`config.mk`:
```
export PLATFORM = sky130hd
export DESIGN_NAME = multiples_detect
export DESIGN_NICKNAME = d
export VERILOG_FILES = /design/src/rtl/multiples_detect.sv
export SDC_FILE = /design/constraint.sdc
export NUM_CORES = 1
export LEC_CHECK = 0
export ABC_AREA = 0
export BUFFER_PORTS_ARGS = -buffer_cell sky130_fd_sc_hd__buf_2
export CORE_ASPECT_RATIO = 1.1
export CORE_UTILIZATION = 51
export CTS_CLUSTER_DIAMETER = 80
export CTS_CLUSTER_SIZE = 14
export DETAILED_ROUTE_END_ITERATION = 10
export PLACE_DENSITY = 0.68
export SETUP_SLACK_MARGIN = 0.4
export SLEW_MARGIN = 20
export SYNTH_ARGS = -nofsm -noshare
export SYNTH_HDL_FRONTEND = slang
export SYNTH_SLANG_ARGS = --single-unit
```
`constraint.sdc`:
```
create_clock -name clk -period 1.1 [get_ports clk]
set_input_delay 0.22 -clock clk [delete_from_list [all_inputs] [get_ports clk]]
set_output_delay 0.22 -clock clk [all_outputs]
set_load 0.03 [all_outputs]
```
`src/rtl/multiples_detect.sv`:
```
// ---------------------------------------------------------------------------
// multiples_detect
//
// Registered divisibility indicator. Each LED output shows whether the
// operand `num` is an exact multiple of one fixed divisor. The value sampled
// on a rising clk edge appears on the LEDs right after that edge. Every LED
// is driven straight from a flip-flop, so there is no combinational path
// from `num` to the LEDs and the display cannot glitch.
//
// Parameters:
//   WIDTH      bit width of num (2..8)
//   DIV1..DIV5 divisors for LED1..LED5. A divisor of 0 is illegal. That LED
//              is then held at 0 and a warning is issued at elaboration.
//
// Ports:
//   clk        system clock, rising-edge active
//   rst_n      asynchronous active-low reset; clears all LEDs at once
//   num        unsigned operand, sampled every rising clk edge
//   LED1..LED5 1 when the last sampled num is a multiple of DIV1..DIV5
//
// Optional build macro:
//   MULTIPLES_ZERO_BLANK_EN  when defined, num == 0 blanks all LEDs
//                            instead of lighting them all.
// ---------------------------------------------------------------------------
module multiples_detect #(
    parameter int          WIDTH = 5,
    parameter int unsigned DIV1  = 2,
    parameter int unsigned DIV2  = 3,
    parameter int unsigned DIV3  = 4,
    parameter int unsigned DIV4  = 5,
    parameter int unsigned DIV5  = 6
) (
    input  logic             clk,
    input  logic             rst_n,
    input  logic [WIDTH-1:0] num,
    output logic             LED1,
    output logic             LED2,
    output logic             LED3,
    output logic             LED4,
    output logic             LED5
);

    localparam int unsigned DIVS [5] = '{DIV1, DIV2, DIV3, DIV4, DIV5};

    // Flag illegal zero divisors while the design is elaborated.
    for (genvar i = 0; i < 5; i++) begin : g_div_check
        if (DIVS[i] == 0) begin : g_zero_div
            $warning("multiples_detect: divisor for LED%0d is 0; LED held at 0", i + 1);
        end
    end

    // Generic remainder by restoring long division. At step k the divisor
    // shifted left by k is subtracted if it fits. After WIDTH steps only the
    // remainder is left. The working width leaves room for any 32-bit
    // divisor shifted by up to WIDTH-1 places.
    function automatic logic is_multiple(input logic [WIDTH-1:0] v,
                                         input int unsigned      d);
        logic [WIDTH+31:0] r;
        logic [WIDTH+31:0] dd;
        logic [WIDTH+31:0] sub;
        r  = '0;
        r[WIDTH-1:0] = v;
        dd = {{WIDTH{1'b0}}, d};
        if (d == 0) begin
            return 1'b0;
        end
        for (int k = WIDTH - 1; k >= 0; k--) begin
            sub = dd << k;
            if (r >= sub) begin
                r = r - sub;
            end
        end
        return (r == '0);
    endfunction

    logic [4:0] led_next;
    logic [4:0] led_q;

    always_comb begin
        led_next = '0;
        for (int i = 0; i < 5; i++) begin
            led_next[i] = is_multiple(num, DIVS[i]);
        end
`ifdef MULTIPLES_ZERO_BLANK_EN
        // A blank display for zero instead of "multiple of everything".
        if (num == '0) begin
            led_next = '0;
        end
`endif
    end

    always_ff @(posedge clk or negedge rst_n) begin
        if (!rst_n) begin
            led_q <= '0;
        end else begin
            led_q <= led_next;
        end
    end

    assign LED1 = led_q[0];
    assign LED2 = led_q[1];
    assign LED3 = led_q[2];
    assign LED4 = led_q[3];
    assign LED5 = led_q[4];

endmodule

```
==> summary.txt, run 1 <==
====================================================================================
Stage at which the run stopped                                          clock tree synthesis
Placer's final routability congestion estimate                                0.9115
Largest area contributor in the netlist                                         ha_1
Total clock buffers created by CTS                                                 3
Top cell types by occurrence after synthesis                            ha_1, nand2_1, a21oi_1, nor2_1, o21ai_0
Gate count of the mapped netlist                                                 330
CTS HTree Levels                                                                   1
Worst setup timing slack at the placement stage                            -3.371 ns
Resized Gates After CTS                                                           74
Biggest area contributors in the synthesized netlist                    ha_1, a21oi_1, dfrtp_1, nand2_1, o21ai_0
Sequential-to-total area share from yosys stat                                5.152%
Post-synth top area share                                                     17.52%
Post-synth EDFFs                                                                   0
Library cells used by synthesis                                                   78
Count of standard-cell rows                                                       25
Run status                                                              did not finish
Share of flip-flops with an asynchronous set or reset after synthesis         100.0%
Root Driver                                                                 clkbuf_8
Starting density of the core                                                  54.68%
Count of warnings emitted by yosys                                                 0
Die width                                                                   67.80 um
Number of buffers on the longest clock path                                        2
Hpwl dp                                                                      6812 um
Number of register bits inferred by synthesis                                      5
Commonest register cell after synthesis                                      dfrtp_1
Port Buf Inserts                                                                  11
Post-CTS setup repair buffer count                                                26
Synthesized area divided by synthesized cell count                        7.359 um^2
Library cell with the highest instance count after synthesis                    ha_1
Number of hold-repair buffers added at the cts stage                               1
Netlist area before placement                                              2429 um^2
Count of boundary I/O pins                                                        12
Die Y-Extent                                                                74.38 um
Error that ended the run                                                [ERROR DPL-0033] detailed placement checks failed during check placement.
Clock Sinks                                                                        5
====================================================================================
cells by family after synthesis:
| kind of cell | after synthesis | synth area share, % |
|---|---|---|
| other | 1 | 0.1544 |
| muxes | 8 | 3.812 |
| buffers and inverters | 28 | 5.049 |
| adders and majority gates | 34 | 17.52 |
| xor gates and xnor gates | 10 | 3.606 |
| AOI/OAI and AO/OA | 111 | 33.70 |
| DFF | 5 | 5.152 |
| and+or+nand+nor | 133 | 31.01 |
stage by stage:
stage / TNS, ns / util (%) / area, um^2 / std cells
3_5_place_dp: -12.27 / 84.56 / 3756 / 522
3_3_place_gp: -11.76 / 84.56 / 3756 / 522
2_1_floorplan: -9.660 / - / 2744 / 334
==> inputs of run 2 (changes only) <==
- CORE_ASPECT_RATIO: 1.1 -> default
- CORE_UTILIZATION: 51 -> 36
- CTS_CLUSTER_DIAMETER: 80 -> default
- CTS_CLUSTER_SIZE: 14 -> default
- PLACE_DENSITY: 0.68 -> default
- PLACE_DENSITY_LB_ADDON: default -> 0.15
- SETUP_SLACK_MARGIN: 0.4 -> default
==> run 2 against run 1 <==
  * The flow now finishes, with violations (DRC, setup timing)
  * Synthesized cell count is the same
  * Synthesized area is the same
==> summary.txt, run 2 <==
====================================================================================
Type of the worst setup path                                                  in2reg
Die width                                                                   84.14 um
Worst slew pin tran                                                        0.5880 ns
Sequential-to-total area share from yosys stat                                5.152%
Maximum net fanout on the critical path                                            4
Share of total power in the clock network                                      10.4%
Netlist area before placement                                              2429 um^2
Die Y-Extent                                                                84.14 um
Setup violators final                                                              5
Min Clock Period, post-route                                                3.963 ns
Count of warnings emitted by yosys                                                 0
Antenna cells                                                                      0
Fraction of final layout cells with drive strength greater than 1             53.44%
Run status                                                              finished, violations left
Post-synth EDFFs                                                                   0
Critical path arrival                                                        4.08 ns
Clock-pin slew on the worst setup and hold paths                             0.04 ns
Biggest area contributors in the synthesized netlist                    ha_1, a21oi_1, dfrtp_1, nand2_1, o21ai_0
Leakage power summed over all cells                                      0.001879 uW
Class of the most critical hold timing path                                 in2async
Final Slew Violations                                                              0
Reported max-cap violation count                                                   0
Rel. slew slack                                                               60.30%
Via count                                                                      3,122
Largest net degree at the start of global routing                                 17
Number of buffers on the longest clock path                                        2
Gate count of the mapped netlist                                                 330
TritonCTS clock tree                                                            done
Most common library cell in the layout ignoring fill and taps                  buf_4
Via count of the first global-routing pass                                     3,040
DRC violation total after the first TritonRoute iteration                         98
Critical path destination                                                   led_q[3]
Violated checks                                                         DRC, setup timing
Drc violations                                                                     4
Flip-flop count of the largest register after layout                               5
Most used cells in the layout excluding fill and tap cells              buf_4, nand2_1, nor2_1, a21oi_1
Min setup slack post-route                                                 -2.863 ns
Count of nets after finishing                                                    536
Post-synth top area share                                                     17.52%
RSZ-0062 raised after global routing                                             yes
Clock Sinks                                                                        5
Starting density of the core                                                  37.81%
Largest area contributor in the netlist                                         ha_1
Total clock buffers created by CTS                                                 3
Hpwl dp                                                                      6518 um
Final period utilization                                                      360.3%
Part of the power in registers                                                  5.9%
Port Buf Inserts                                                                  11
Worst setup timing slack at the placement stage                            -3.206 ns
Peak VDD IR                                                                0.3151 mV
Detailed-routing iteration count for the pre-antenna-repair pass                   7
Crit. End Element                                                           register
Hold violation count in the final report                                           0
Routed wire length                                                           8153 um
Area of the die                                                            7079 um^2
Detailed-route vias per instance                                               5.468
Pwr per Cell Area                                                       736.6 nW/um^2
First-pass GRT wire length                                                 13,680 um
Crit start category                                                       input port
Top register by number of flip-flops                                           led_q
Overall fraction of global-route tracks in use                                22.95%
Registers with the highest flip-flop counts                             led_q: 5 flops
CP Data Required Time                                                        1.22 ns
Area Growth Syn to Fin                                                        78.67%
Number of antenna violations at the first check in global routing                  0
Number of register bits inferred by synthesis                                      5
CTS HTree Levels                                                                   1
Number of routed nets with antenna violations                                      0
Final standard cell utilization of the core                                   67.56%
Internal Dissipation                                                         1839 uW
Worst setup path start                                                        num[2]
Fraction of power spent switching nets                                        42.47%
Achievable frequency                                                      0.2523 GHz
Library cells used by synthesis                                                   78
Synthesized area divided by synthesized cell count                        7.359 um^2
Residual overflow from global routing                                              0
Core region area                                                           6422 um^2
Library cell with the highest instance count after synthesis                    ha_1
Switching pwr                                                                1358 uW
Commonest register cell after synthesis                                      dfrtp_1
Count of boundary I/O pins                                                        12
Placer's final routability congestion estimate                                0.8993
Top cell types by occurrence after synthesis                            ha_1, nand2_1, a21oi_1, nor2_1, o21ai_0
Count of standard-cell rows                                                       29
Combinational cell fraction of total power                                     83.7%
Root Driver                                                                 clkbuf_8
Routed WL per cell                                                          14.28 um
Share of flip-flops with an asynchronous set or reset after synthesis         100.0%
====================================================================================
==> run 2: kinds of logic (layout without fill, tap and decap cells) <==
family | Yosys count | after routing | share of synthesized area, %
adder cells (fa/ha/maj) | 34 | 34 | 17.52
flip-flops | 5 | 5 | 5.152
XOR/XNOR | 10 | 10 | 3.606
AND/OR/NAND/NOR | 133 | 133 | 31.01
buffers and inverters | 28 | 188 | 5.049
other | 1 | 5 | 0.1544
multiplexers | 8 | 8 | 3.812
AO/OA/AOI/OAI | 111 | 111 | 33.70
==> run 2: worst max-delay path, stage by stage <==
cell and delay, ns:
buf_6 0.12, ha_4 0.15, nor4bb_4 0.15, or3_4 0.42, nand2_4 0.10, buf_4 0.13
ha_1 0.15, nand3b_1 0.15, o31ai_4 0.27, o22ai_4 0.12, xnor2_2 0.16, ha_2 0.19
nand2b_1 0.08, a21oi_2 0.06, nor2_2 0.13, nand3_2 0.11, o31ai_4 0.24, nand2b_1 0.11
a32o_1 0.21, or4_1 0.53, nor4b_2 0.28
==> run 2: metal layers <==
layer | vias up | track usage [%] | part of all wire [%] | wire length, um
li1 | 1591 | - | - | -
met1 | 1486 | 31.31 | 48 | 3914
met2 | 43 | 41.80 | 50 | 4093
met3 | 2 | 0.6883 | 1.7 | 142
met4 | 0 | 1.881 | 0.037 | 3
met5 | - | 0 | 0 | 0
==> run 2: layout make-up <==
cell class	count	area [um^2]
inverters	17	78.83
flip-flops and latches	5	125.1
fillers	510	2083
clock buffers	4	45.04
well taps	77	96.34
repair buffers	167	1321
multi-input cells	301	2673
==> run 2: worst min-delay path by stage <==
stage                     start       end  slack (ns)  depth (start not counted)
after global routing      rst_n  led_q[4]        0.35                          2
after floorplan           rst_n  led_q[0]       -0.08                          0
final                     rst_n  led_q[1]        0.34                          2
after detailed placement  rst_n  led_q[1]        0.03                          1
after CTS                 rst_n  led_q[1]        0.34                          2
after global placement    rst_n  led_q[1]        0.03                          1
==> run 2: what timing repair did <==
| action | 4_1_cts | 5_1_grt |
|---|---|---|
| buffers inserted | 13 | 5 |
| hold buffers | 1 | 0 |
| endpoints found under the setup margin | 5 | 5 |
| hold endpoints to repair | 5 | 0 |
| pin swaps | 25 | 29 |
| gates resized for setup | 46 | 27 |
==> run 2: power groups by stage <==
stage,clock network (uW),logic (uW),registers (uW)
finish,333,2680,188
global route,349,2910,188
CTS,340,2560,188
detailed placement,0,2340,190
global placement,0,2310,190
floorplan,0,1370,195
==> run 2: through the flow <==
stage / area (um^2) / TNS [ns] / hold WS (ns) / cells / total power (uW)
floorplan: 2744 / -9.660 / -0.07559 / 334 / 1563
global placement: 3822 / -11.55 / 0.03439 / 550 / 2495
detailed placement: 3822 / -11.79 / 0.03415 / 550 / 2529
CTS: 4194 / -10.14 / 0.3398 / 567 / 3090
global route: 4339 / -10.98 / 0.3511 / 571 / 3447
finish: 4339 / -10.19 / 0.3420 / 571 / 3196
(Power assumes the default switching activity.)
